==> config.mk <==
export PLATFORM = sky130hd
export DESIGN_NAME = tnoc_vc_input_unit
export DESIGN_NICKNAME = d
export VERILOG_FILES = /design/src/rtl/tnoc_pkg.sv /design/src/rtl/tnoc_vc_fifo.sv /design/src/rtl/tnoc_vc_input_unit.sv
export SDC_FILE = /design/constraint.sdc
export NUM_CORES = 1
export LEC_CHECK = 0
export ABC_CLOCK_PERIOD_IN_PS = 7000
export CORE_ASPECT_RATIO = 1.1
export CORE_UTILIZATION = 28
export CTS_BUF_LIST = sky130_fd_sc_hd__clkbuf_2 sky130_fd_sc_hd__clkbuf_4 sky130_fd_sc_hd__clkbuf_8
export DETAILED_ROUTE_END_ITERATION = 8
export SLEW_MARGIN = 20
export SYNTH_ARGS = -nofsm -noshare
export SYNTH_HDL_FRONTEND = slang
export SYNTH_SLANG_ARGS = --single-unit
==> constraint.sdc <==
create_clock -name clk -period 7 [get_ports clk]
set_clock_uncertainty 0.15 [all_clocks]
set_input_delay 0.7 -clock clk [delete_from_list [all_inputs] [get_ports clk]]
set_output_delay 0.7 -clock clk [all_outputs]
set_load 0.05 [all_outputs]
==> src/rtl/tnoc_pkg.sv <==
// Shared NoC definitions: output port indices, flit control-bit offsets,
// per-VC input FSM states and the port one-hot helper.
package tnoc_pkg;

  typedef enum logic [2:0] {
    PORT_XP = 3'd0,
    PORT_XM = 3'd1,
    PORT_YP = 3'd2,
    PORT_YM = 3'd3,
    PORT_L  = 3'd4
  } port_e;

  localparam int PORT_COUNT = 5;

  // Control bits are counted down from the flit MSB so they track FLIT_WIDTH.
  localparam int HEAD_OFFSET = 1;
  localparam int TAIL_OFFSET = 2;

  typedef enum logic [1:0] {
    VC_IDLE    = 2'd0,
    VC_REQUEST = 2'd1,
    VC_ACTIVE  = 2'd2,
    VC_DROP    = 2'd3
  } vc_state_e;

  function automatic logic [PORT_COUNT-1:0] port_onehot(input port_e port);
    return PORT_COUNT'(1) << port;
  endfunction

endpackage

==> src/rtl/tnoc_vc_fifo.sv <==
// Single virtual-channel flit FIFO. The parent only pops when non-empty and
// only pushes when there is room (a same-cycle pop counts as room).
module tnoc_vc_fifo #(
  parameter int DEPTH = 4,
  parameter int WIDTH = 64
) (
  input  logic             clk,
  input  logic             rst_n,
  input  logic             push,
  input  logic [WIDTH-1:0] data,
  input  logic             pop,
  output logic [WIDTH-1:0] top,
  output logic             full,
  output logic             empty
);

  localparam int AW = $clog2(DEPTH);

  logic [WIDTH-1:0] mem [DEPTH];
  logic [AW-1:0]    wr_ptr;
  logic [AW-1:0]    rd_ptr;
  logic [AW:0]      count;

  always_ff @(posedge clk or negedge rst_n) begin
    if (!rst_n) begin
      wr_ptr <= '0;
      rd_ptr <= '0;
      count  <= '0;
    end else begin
      if (push) wr_ptr <= wr_ptr + 1'b1;
      if (pop)  rd_ptr <= rd_ptr + 1'b1;
      case ({push, pop})
        2'b10:   count <= count + 1'b1;
        2'b01:   count <= count - 1'b1;
        default: count <= count;
      endcase
    end
  end

  // Storage carries no reset; the top entry is only meaningful when non-empty.
  always_ff @(posedge clk) begin
    if (push) mem[wr_ptr] <= data;
  end

  assign top   = mem[rd_ptr];
  assign full  = (count == (AW+1)'(DEPTH));
  assign empty = (count == '0);

endmodule

==> src/rtl/tnoc_vc_input_unit.sv <==
// Credit-based router input port: per-VC flit FIFOs, XY route on head flits,
// packet-locked output-port request, drop of unroutable packets, credit return.
//
// state      | meaning
// IDLE       | waiting for a head flit at FIFO top; stray body flits discarded
// REQUEST    | route registered, one-hot request held until granted
// ACTIVE     | packet owns the port; forward flits until tail leaves
// DROP       | destination port unavailable; discard flits through tail
module tnoc_vc_input_unit
  import tnoc_pkg::*;
#(
  parameter int         CHANNELS        = 2,
  parameter int         DEPTH           = 4,
  parameter int         FLIT_WIDTH      = 64,
  parameter int         XY_WIDTH        = 4,
  parameter int         X               = 0,
  parameter int         Y               = 0,
  parameter logic [4:0] AVAILABLE_PORTS = 5'b11111,
  localparam int        VC_WIDTH        = (CHANNELS > 1) ? $clog2(CHANNELS) : 1
) (
  input  logic                           clk,
  input  logic                           rst_n,
  input  logic                           i_valid,
  input  logic [VC_WIDTH-1:0]            i_vc,
  input  logic [FLIT_WIDTH-1:0]          i_flit,
  output logic [CHANNELS-1:0]            o_credit,
  output logic [CHANNELS*5-1:0]          o_request,
  input  logic [CHANNELS-1:0]            i_grant,
  output logic [CHANNELS-1:0]            o_valid,
  output logic [CHANNELS*FLIT_WIDTH-1:0] o_flit,
  input  logic [CHANNELS-1:0]            i_ready,
  output logic                           o_overflow,
  output logic                           o_route_error
);

  localparam int HEAD_BIT = FLIT_WIDTH - HEAD_OFFSET;
  localparam int TAIL_BIT = FLIT_WIDTH - TAIL_OFFSET;
  localparam logic [XY_WIDTH-1:0] MY_X = XY_WIDTH'(X);
  localparam logic [XY_WIDTH-1:0] MY_Y = XY_WIDTH'(Y);

  logic [CHANNELS-1:0] pop_vec;
  logic [CHANNELS-1:0] overflow_vec;
  logic [CHANNELS-1:0] drop_vec;

  function automatic port_e xy_route(input logic [FLIT_WIDTH-1:0] flit);
    logic [XY_WIDTH-1:0] dest_x;
    logic [XY_WIDTH-1:0] dest_y;
    dest_x = flit[XY_WIDTH-1:0];
    dest_y = flit[2*XY_WIDTH-1:XY_WIDTH];
    if (dest_x > MY_X)      return PORT_XP;
    else if (dest_x < MY_X) return PORT_XM;
    else if (dest_y > MY_Y) return PORT_YP;
    else if (dest_y < MY_Y) return PORT_YM;
    else                    return PORT_L;
  endfunction

  for (genvar v = 0; v < CHANNELS; v++) begin : g_vc
    vc_state_e             state;
    vc_state_e             state_next;
    port_e                 route;
    port_e                 route_next;
    logic [FLIT_WIDTH-1:0] top;
    logic                  full;
    logic                  empty;
    logic                  write;
    logic                  push;
    logic                  pop;
    logic                  drop_entry;

    // A pop in the same cycle frees the slot, so a full FIFO still accepts.
    assign write           = i_valid && (i_vc == VC_WIDTH'(v));
    assign push            = write && (!full || pop);
    assign overflow_vec[v] = write && full && !pop;

    tnoc_vc_fifo #(
      .DEPTH (DEPTH),
      .WIDTH (FLIT_WIDTH)
    ) u_fifo (
      .clk   (clk),
      .rst_n (rst_n),
      .push  (push),
      .data  (i_flit),
      .pop   (pop),
      .top   (top),
      .full  (full),
      .empty (empty)
    );

    always_comb begin
      state_next = state;
      route_next = route;
      pop        = 1'b0;
      drop_entry = 1'b0;
      case (state)
        VC_IDLE: begin
          if (!empty) begin
            if (top[HEAD_BIT]) begin
              route_next = xy_route(top);
              if (AVAILABLE_PORTS[route_next]) begin
                state_next = VC_REQUEST;
              end else begin
                state_next = VC_DROP;
                drop_entry = 1'b1;
              end
            end else begin
              pop = 1'b1;
            end
          end
        end
        VC_REQUEST: begin
          if (i_grant[v]) state_next = VC_ACTIVE;
        end
        VC_ACTIVE: begin
          if (!empty && i_ready[v]) begin
            pop = 1'b1;
            if (top[TAIL_BIT]) state_next = VC_IDLE;
          end
        end
        VC_DROP: begin
          if (!empty) begin
            pop = 1'b1;
            if (top[TAIL_BIT]) state_next = VC_IDLE;
          end
        end
        default: state_next = VC_IDLE;
      endcase
    end

    always_ff @(posedge clk or negedge rst_n) begin
      if (!rst_n) begin
        state <= VC_IDLE;
        route <= PORT_L;
      end else begin
        state <= state_next;
        route <= route_next;
      end
    end

    assign pop_vec[v]  = pop;
    assign drop_vec[v] = drop_entry;
    assign o_request[v*5 +: 5] = (state == VC_REQUEST || state == VC_ACTIVE) ?
                                 port_onehot(route) : 5'b00000;
    assign o_valid[v] = (state == VC_ACTIVE) && !empty;
    assign o_flit[v*FLIT_WIDTH +: FLIT_WIDTH] = top;
  end

  always_ff @(posedge clk or negedge rst_n) begin
    if (!rst_n) begin
      o_credit      <= '0;
      o_overflow    <= 1'b0;
      o_route_error <= 1'b0;
    end else begin
      o_credit      <= pop_vec;
      o_overflow    <= o_overflow | (|overflow_vec);
      o_route_error <= |drop_vec;
    end
  end

endmodule

==> results of run 1 <==
==> critical path: stages (launching register included) <==
cell and delay, ns:
dfrtp_4 0.72, buf_4 0.53, buf_4 0.58, mux4_2 0.62
clkdlybuf4s50_1 0.73
==> cells in the mapped netlist (2+ instances only) <==
cell type  number  share of area [%]
edfxtp_1      512                 76
mux4_2        124                 14
dfrtp_1        23                2.8
inv_1          23               0.43
ha_1           22                1.4
nor2_1         15               0.28
buf_2          12               0.30
nand2_1        12               0.22
a21oi_1         9               0.22
nor3b_1         8               0.30
buf_1           7               0.13
clkbuf_1        7               0.13
nand3_1         6               0.15
nor3_1          6               0.15
buf_4           5               0.19
o21ai_0         5               0.12
xnor2_1         5               0.22
xor2_1          5               0.22
mux2_2          4               0.22
mux4_1          4               0.52
o31ai_1         4               0.15
or4_4           4               0.22
and2_1          3              0.093
nand2b_1        3              0.093
a21o_1          2              0.074
a31o_2          2              0.087
and3b_1         2              0.087
buf_6           2               0.11
dfstp_2         2               0.26
fa_1            2               0.20
nor3b_2         2               0.12
o22ai_1         2              0.062
or3_1           2              0.062
==> report_power, final <==
group | internal (µW) | total (µW) | switching, µW
sequential | 3940 | 4220 | 282
clock | 1490 | 2710 | 1230
combinational | 1700 | 4680 | 2980
==> worst max-delay path by stage <==
stage	cells after the start	slack (ns)	to
after floorplan	4	-0.20	g_vc[1].u_fifo.mem[0][0]
after global placement	5	2.74	g_vc[0].u_fifo.mem[1][55]
after detailed placement	5	2.64	g_vc[0].u_fifo.mem[1][9]
after CTS	4	2.02	o_flit[24]
after global routing	4	1.94	o_flit[13]
final	4	2.26	o_flit[24]
==> metal layers <==
layer | up-vias | track usage (%) | share of wire (%)
met4 | 2 | 5.015 | 2.1
met2 | 270 | 20.42 | 48
met5 | - | 0 | 0.017
li1 | 4176 | - | -
met1 | 5119 | 16.75 | 43
met3 | 64 | 3.591 | 6.5
==> layout make-up <==
cell class,count,area [µm²],area share [%]
tap,936,1171,4.630
clock buffer,115,1426,5.640
timing repair buffer,230,2256,8.920
sequential,537,16020,63.33
multi-input combinational,268,4001,15.82
inverter,23,86.33,0.3413
antenna,2,5.005,0.01979
clock inverter,45,327.8,1.296
==> kinds of logic (layout without fill, tap and decap cells) <==
| group | Yosys count | after routing | share of synthesized area, % |
|---|---|---|---|
| simple gates | 65 | 65 | 1.840 |
| buf+inv | 56 | 413 | 1.282 |
| other cells | 1 | 7 | 0.01857 |
| fa+ha+maj | 24 | 24 | 1.561 |
| mux | 133 | 133 | 14.62 |
| flops | 537 | 537 | 79.23 |
| compound gates | 31 | 31 | 1.016 |
| xor+xnor | 10 | 10 | 0.4336 |
==> registers in the layout (all words and copies together) (netlist names) <==
| register | cells |
|---|---|
| g_vc.route | 4 |
| g_vc.u_fifo.count | 6 |
| g_vc.state | 4 |
| g_vc.u_fifo.wr_ptr | 4 |
| o_overflow | 1 |
| g_vc.u_fifo.rd_ptr | 4 |
| o_credit | 2 |
| g_vc.u_fifo.mem | 512 |
==> metrics by stage <==
| stage | std cells | setup WS [ns] | util [%] |
|---|---|---|---|
| 3_5_place_dp | 1994 | 2.637 | 33.22 |
| 2_1_floorplan | 861 | -0.1986 | - |
| 5_1_grt | 2155 | 1.944 | 35.70 |
| 3_3_place_gp | 1994 | 2.741 | 33.22 |
| 6_report | 2156 | 2.258 | 35.71 |
| 4_1_cts | 2154 | 2.020 | 35.70 |
==> flow_metrics.env, run 1 <==
export IMPL_area_growth_pct=25.22
export IMPL_syn_instance_count=857
export IMPL_rr_startpoint="g_vc[0].u_fifo.rd_ptr[0]"
export IMPL_hold_viol_final=0
export IMPL_cp_startpoint="g_vc[0].u_fifo.rd_ptr[0]"
export IMPL_yosysWarningCount=0
export IMPL_initialDrtViolationCount=572
export IMPL_period_share_pct=67.74
export IMPL_clk_latency_ns=0.66
export IMPL_synth_edf_count=512
export IMPL_crit_path_max_fanout=24
export IMPL_routed_via_density=4.467
export IMPL_routed_wl_um=46540
export IMPL_finalSetupTns_ns=0
export IMPL_grt_pass1_vias=10490
export IMPL_start_kind="flip-flop"
export IMPL_power_density_nw_per_um2=459.3
export IMPL_clk_pin_slew_ns=0.06
export IMPL_relSlewSlack_pct=34.22
export IMPL_holdWs_ns=0.2823
export IMPL_final_cell_area_um2=25290
export IMPL_overflow=0
export IMPL_drtAntennaViolNets=0
export IMPL_place_congestion=0.6985
export IMPL_pin_count=216
export IMPL_portBuffers=210
export IMPL_hold_buffers=0
export IMPL_antenna_found_initial=3
export IMPL_final_common_cell="edfxtp_1"
export IMPL_tightestPinTransition_ns=0.9868
export IMPL_synth_flop_cell="edfxtp_1"
export IMPL_fmax_mhz=210.9
export IMPL_firstDrtPassIters=6
export IMPL_cts_resized=0
export IMPL_worst_r2r_cell_count=5
export IMPL_crit_required_ns=6.15
export IMPL_synth_distinct_cells=44
export IMPL_clock_path_buffers=3
export IMPL_cp_arrival_ns=3.89
export IMPL_p_leak_uw=0.008168
export IMPL_num_rows=102
export IMPL_die_h_um=283.7
export IMPL_report_final_slew_viol_count=0
export IMPL_root_buffer="clkbuf_8"
export IMPL_synth_seq_cells=537
export IMPL_drc=0
export IMPL_dieArea_um2=73210
export IMPL_grt_total_usage_pct=12.90
export IMPL_num_vias=9631
export IMPL_htree_levels=3
export IMPL_post_dp_cell_area_um2=23530
export IMPL_initial_core_util_pct=28.52
export IMPL_synth_seq_area_share_pct=79.23
export IMPL_critical_path_class="flip-flop to output port"
export IMPL_coreArea_um2=70830
export IMPL_power_uw=11620
export IMPL_r2r_setup_slack_ns=2.74
export IMPL_mostFrequentLayoutCells="edfxtp_1, clkdlybuf4s50_1, mux4_2"
export IMPL_drv_cap=0
export IMPL_dieWidth_um=258.1
export IMPL_layout_nets=1245
export IMPL_min_period_ns=4.742
export IMPL_dpl_hpwl_um=27540
export IMPL_post_cts_buffers=0
export IMPL_setup_viol=0
export IMPL_rsz0062_at_grt="no"
export IMPL_synthArstFlopShare_pct=4.655
export IMPL_grt_max_degree=65
export IMPL_num_fill_cells=6522
export IMPL_rr_endpoint="g_vc[0].u_fifo.mem[1][56]"
export IMPL_cts_made_buffers=89
export IMPL_cp_end_kind="output port"
export IMPL_cts_sinks=537
export IMPL_syn_area_um2=20200
export IMPL_layout_drive_gt1_share_pct=25.45
export IMPL_cts_tree="built"
export IMPL_hold_class="input port to asynchronous set/reset pin"
export IMPL_syn_avg_cell_area_um2=23.57
export IMPL_vdd_drop_max_uv=371.2
export IMPL_grt_pass1_wl_um=68740
export IMPL_wire_per_inst_um=21.59
export IMPL_outcome="completed"
No activity file was read; power rests on OpenSTA's default activity.
==> run 2: changes to the inputs <==
Settings changed: ABC_CLOCK_PERIOD_IN_PS 7000 to 4650.
Clock period 7 ns to 4.65 ns, I/O delays scaled along.
==> flow_metrics.env, run 2 (synthesis gave the netlist of run 1 again) <==
export IMPL_outcome="completed"
export IMPL_die_h_um=283.7
export IMPL_crit_required_ns=4.03
export IMPL_firstDrtPassIters=6
export IMPL_grt_total_usage_pct=12.38
export IMPL_final_common_cell="edfxtp_1"
export IMPL_utilization_pct=36.24
export IMPL_clk_pin_slew_ns=0.06
export IMPL_relSlewSlack_pct=33.71
export IMPL_hold_viol_final=0
export IMPL_power_uw=18050
export IMPL_cts_made_buffers=91
export IMPL_routed_wl_um=44970
export IMPL_routed_via_density=4.472
export IMPL_pin_count=216
export IMPL_dieWidth_um=258.1
export IMPL_drtAntennaViolNets=0
export IMPL_hold_buffers=0
export IMPL_setup_slack_ns=0.6548
export IMPL_grt_pass1_wl_um=67120
export IMPL_p_leak_uw=0.008326
export IMPL_vdd_drop_max_uv=472.4
export IMPL_setup_viol=0
export IMPL_cp_end_kind="output port"
export IMPL_rsz0062_at_grt="no"
export IMPL_overflow=0
export IMPL_cp_arrival_ns=3.38
export IMPL_r2r_setup_slack_ns=1.25
export IMPL_hold_class="input port to asynchronous set/reset pin"
export IMPL_place_congestion=0.7319
export IMPL_critical_path_class="flip-flop to output port"
export IMPL_mostFrequentLayoutCells="edfxtp_1, clkdlybuf4s50_1, mux4_2"
export IMPL_num_vias=9674
export IMPL_initial_core_util_pct=28.52
export IMPL_crit_path_max_fanout=35
export IMPL_post_dp_cell_area_um2=23650
export IMPL_largest_register_ffs=512
export IMPL_wire_per_inst_um=20.79
export IMPL_num_fill_cells=6532
export IMPL_clk_latency_ns=0.66
export IMPL_power_density_nw_per_um2=703.0
export IMPL_grt_pass1_vias=10640
export IMPL_drc=0
export IMPL_coreArea_um2=70830
export IMPL_drv_cap=0
export IMPL_tightestPinTransition_ns=0.9923
export IMPL_portBuffers=210
export IMPL_root_buffer="clkbuf_8"
export IMPL_layout_drive_gt1_share_pct=26.20
export IMPL_seq_area_um2=16020
export IMPL_period_share_pct=85.92
export IMPL_cts_tree="built"
export IMPL_grt_max_degree=66
export IMPL_post_cts_buffers=0
export IMPL_dpl_hpwl_um=25270
export IMPL_layout_nets=1246
export IMPL_htree_levels=3
export IMPL_fmax_mhz=250.3
export IMPL_largest_register="g_vc.u_fifo.mem"
export IMPL_reg_top3="g_vc.u_fifo.mem x512, g_vc.u_fifo.count x6"
export IMPL_start_kind="flip-flop"
export IMPL_clock_path_buffers=3
export IMPL_area_growth_pct=27.09
export IMPL_multi_input_area_um2=4026
export IMPL_antenna_found_initial=2
export IMPL_holdWs_ns=0.09944
export IMPL_report_final_slew_viol_count=0
export IMPL_dieArea_um2=73210
export IMPL_min_period_ns=3.995
export IMPL_cts_sinks=537
export IMPL_place_ws_ns=1.137
export IMPL_cts_resized=0
export IMPL_num_rows=102
export IMPL_initialDrtViolationCount=468
export IMPL_final_cell_area_um2=25670
[run 2: changes by cell type in the layout (fill, tap and decap cells not counted), sizes merged]
cell | before | now
clkinvlp | 3 | 1
buf | 20 | 19
bufinv | 4 | 10
clkinv | 34 | 31
clkbuf | 115 | 122
[run 2: worst max-delay path: stages, from the launching register on]
cell             delay, ns
dfrtp_4               0.40
buf_4                 0.43
buf_4                 0.63
mux4_2                0.35
clkdlybuf4s50_1       0.84
[run 2: final timing paths]
| check | startpoint | to | depth (start not counted) |
|---|---|---|---|
| worst max-delay path | g_vc[1].u_fifo.rd_ptr[1] | o_flit[123] | 4 |
| worst min-delay path | rst_n | g_vc[1].state[0] | 1 |
| worst max register to register | g_vc[0].u_fifo.rd_ptr[0] | g_vc[0].u_fifo.count[2] | 10 |
| worst min register to register | g_vc[1].route[2] | g_vc[1].route[2] | 2 |
| max in group asynchronous | rst_n | g_vc[1].u_fifo.rd_ptr[0] | 2 |
| min in group clk | g_vc[1].route[2] | g_vc[1].route[2] | 2 |
[run 2: metrics by stage]
step / TNS (ns) / std cells
finish: 0 / 2163
global route: 0 / 2162
CTS: 0 / 2161
detailed placement: 0 / 1993
global placement: 0 / 1993
floorplan: -125.94 / 861
[run 2: layer usage]
layer	routed length, µm	up-vias	GRT usage [%]
met5	13	-	0
met4	1113	2	5.089
met3	2588	87	3.519
met2	22280	227	20.48
met1	18980	5161	15.13
li1	-	4197	-
[run 2: report_power, final]
part / internal [µW] / switching, µW / total (µW)
clock network: 2680 / 1940 / 4630
logic: 2610 / 4680 / 7290
registers: 5920 / 205 / 6130
total: 11200 / 6820 / 18000
[run 2: cell type report]
type | instances | share of cell area [%]
antenna | 2 | 0.01950
clock buffer | 122 | 5.834
clock inverter | 46 | 2.028
inverter | 23 | 0.3363
multi-input combinational | 268 | 15.69
sequential | 537 | 62.40
tap | 936 | 4.562
timing repair buffer | 229 | 9.134
==> run 3: changes to the inputs <==
Settings changed: SETUP_SLACK_MARGIN set to 0.02.
==> results of run 3 <==
Same layout as run 2: the final DEF is identical, and so are final timing and power.
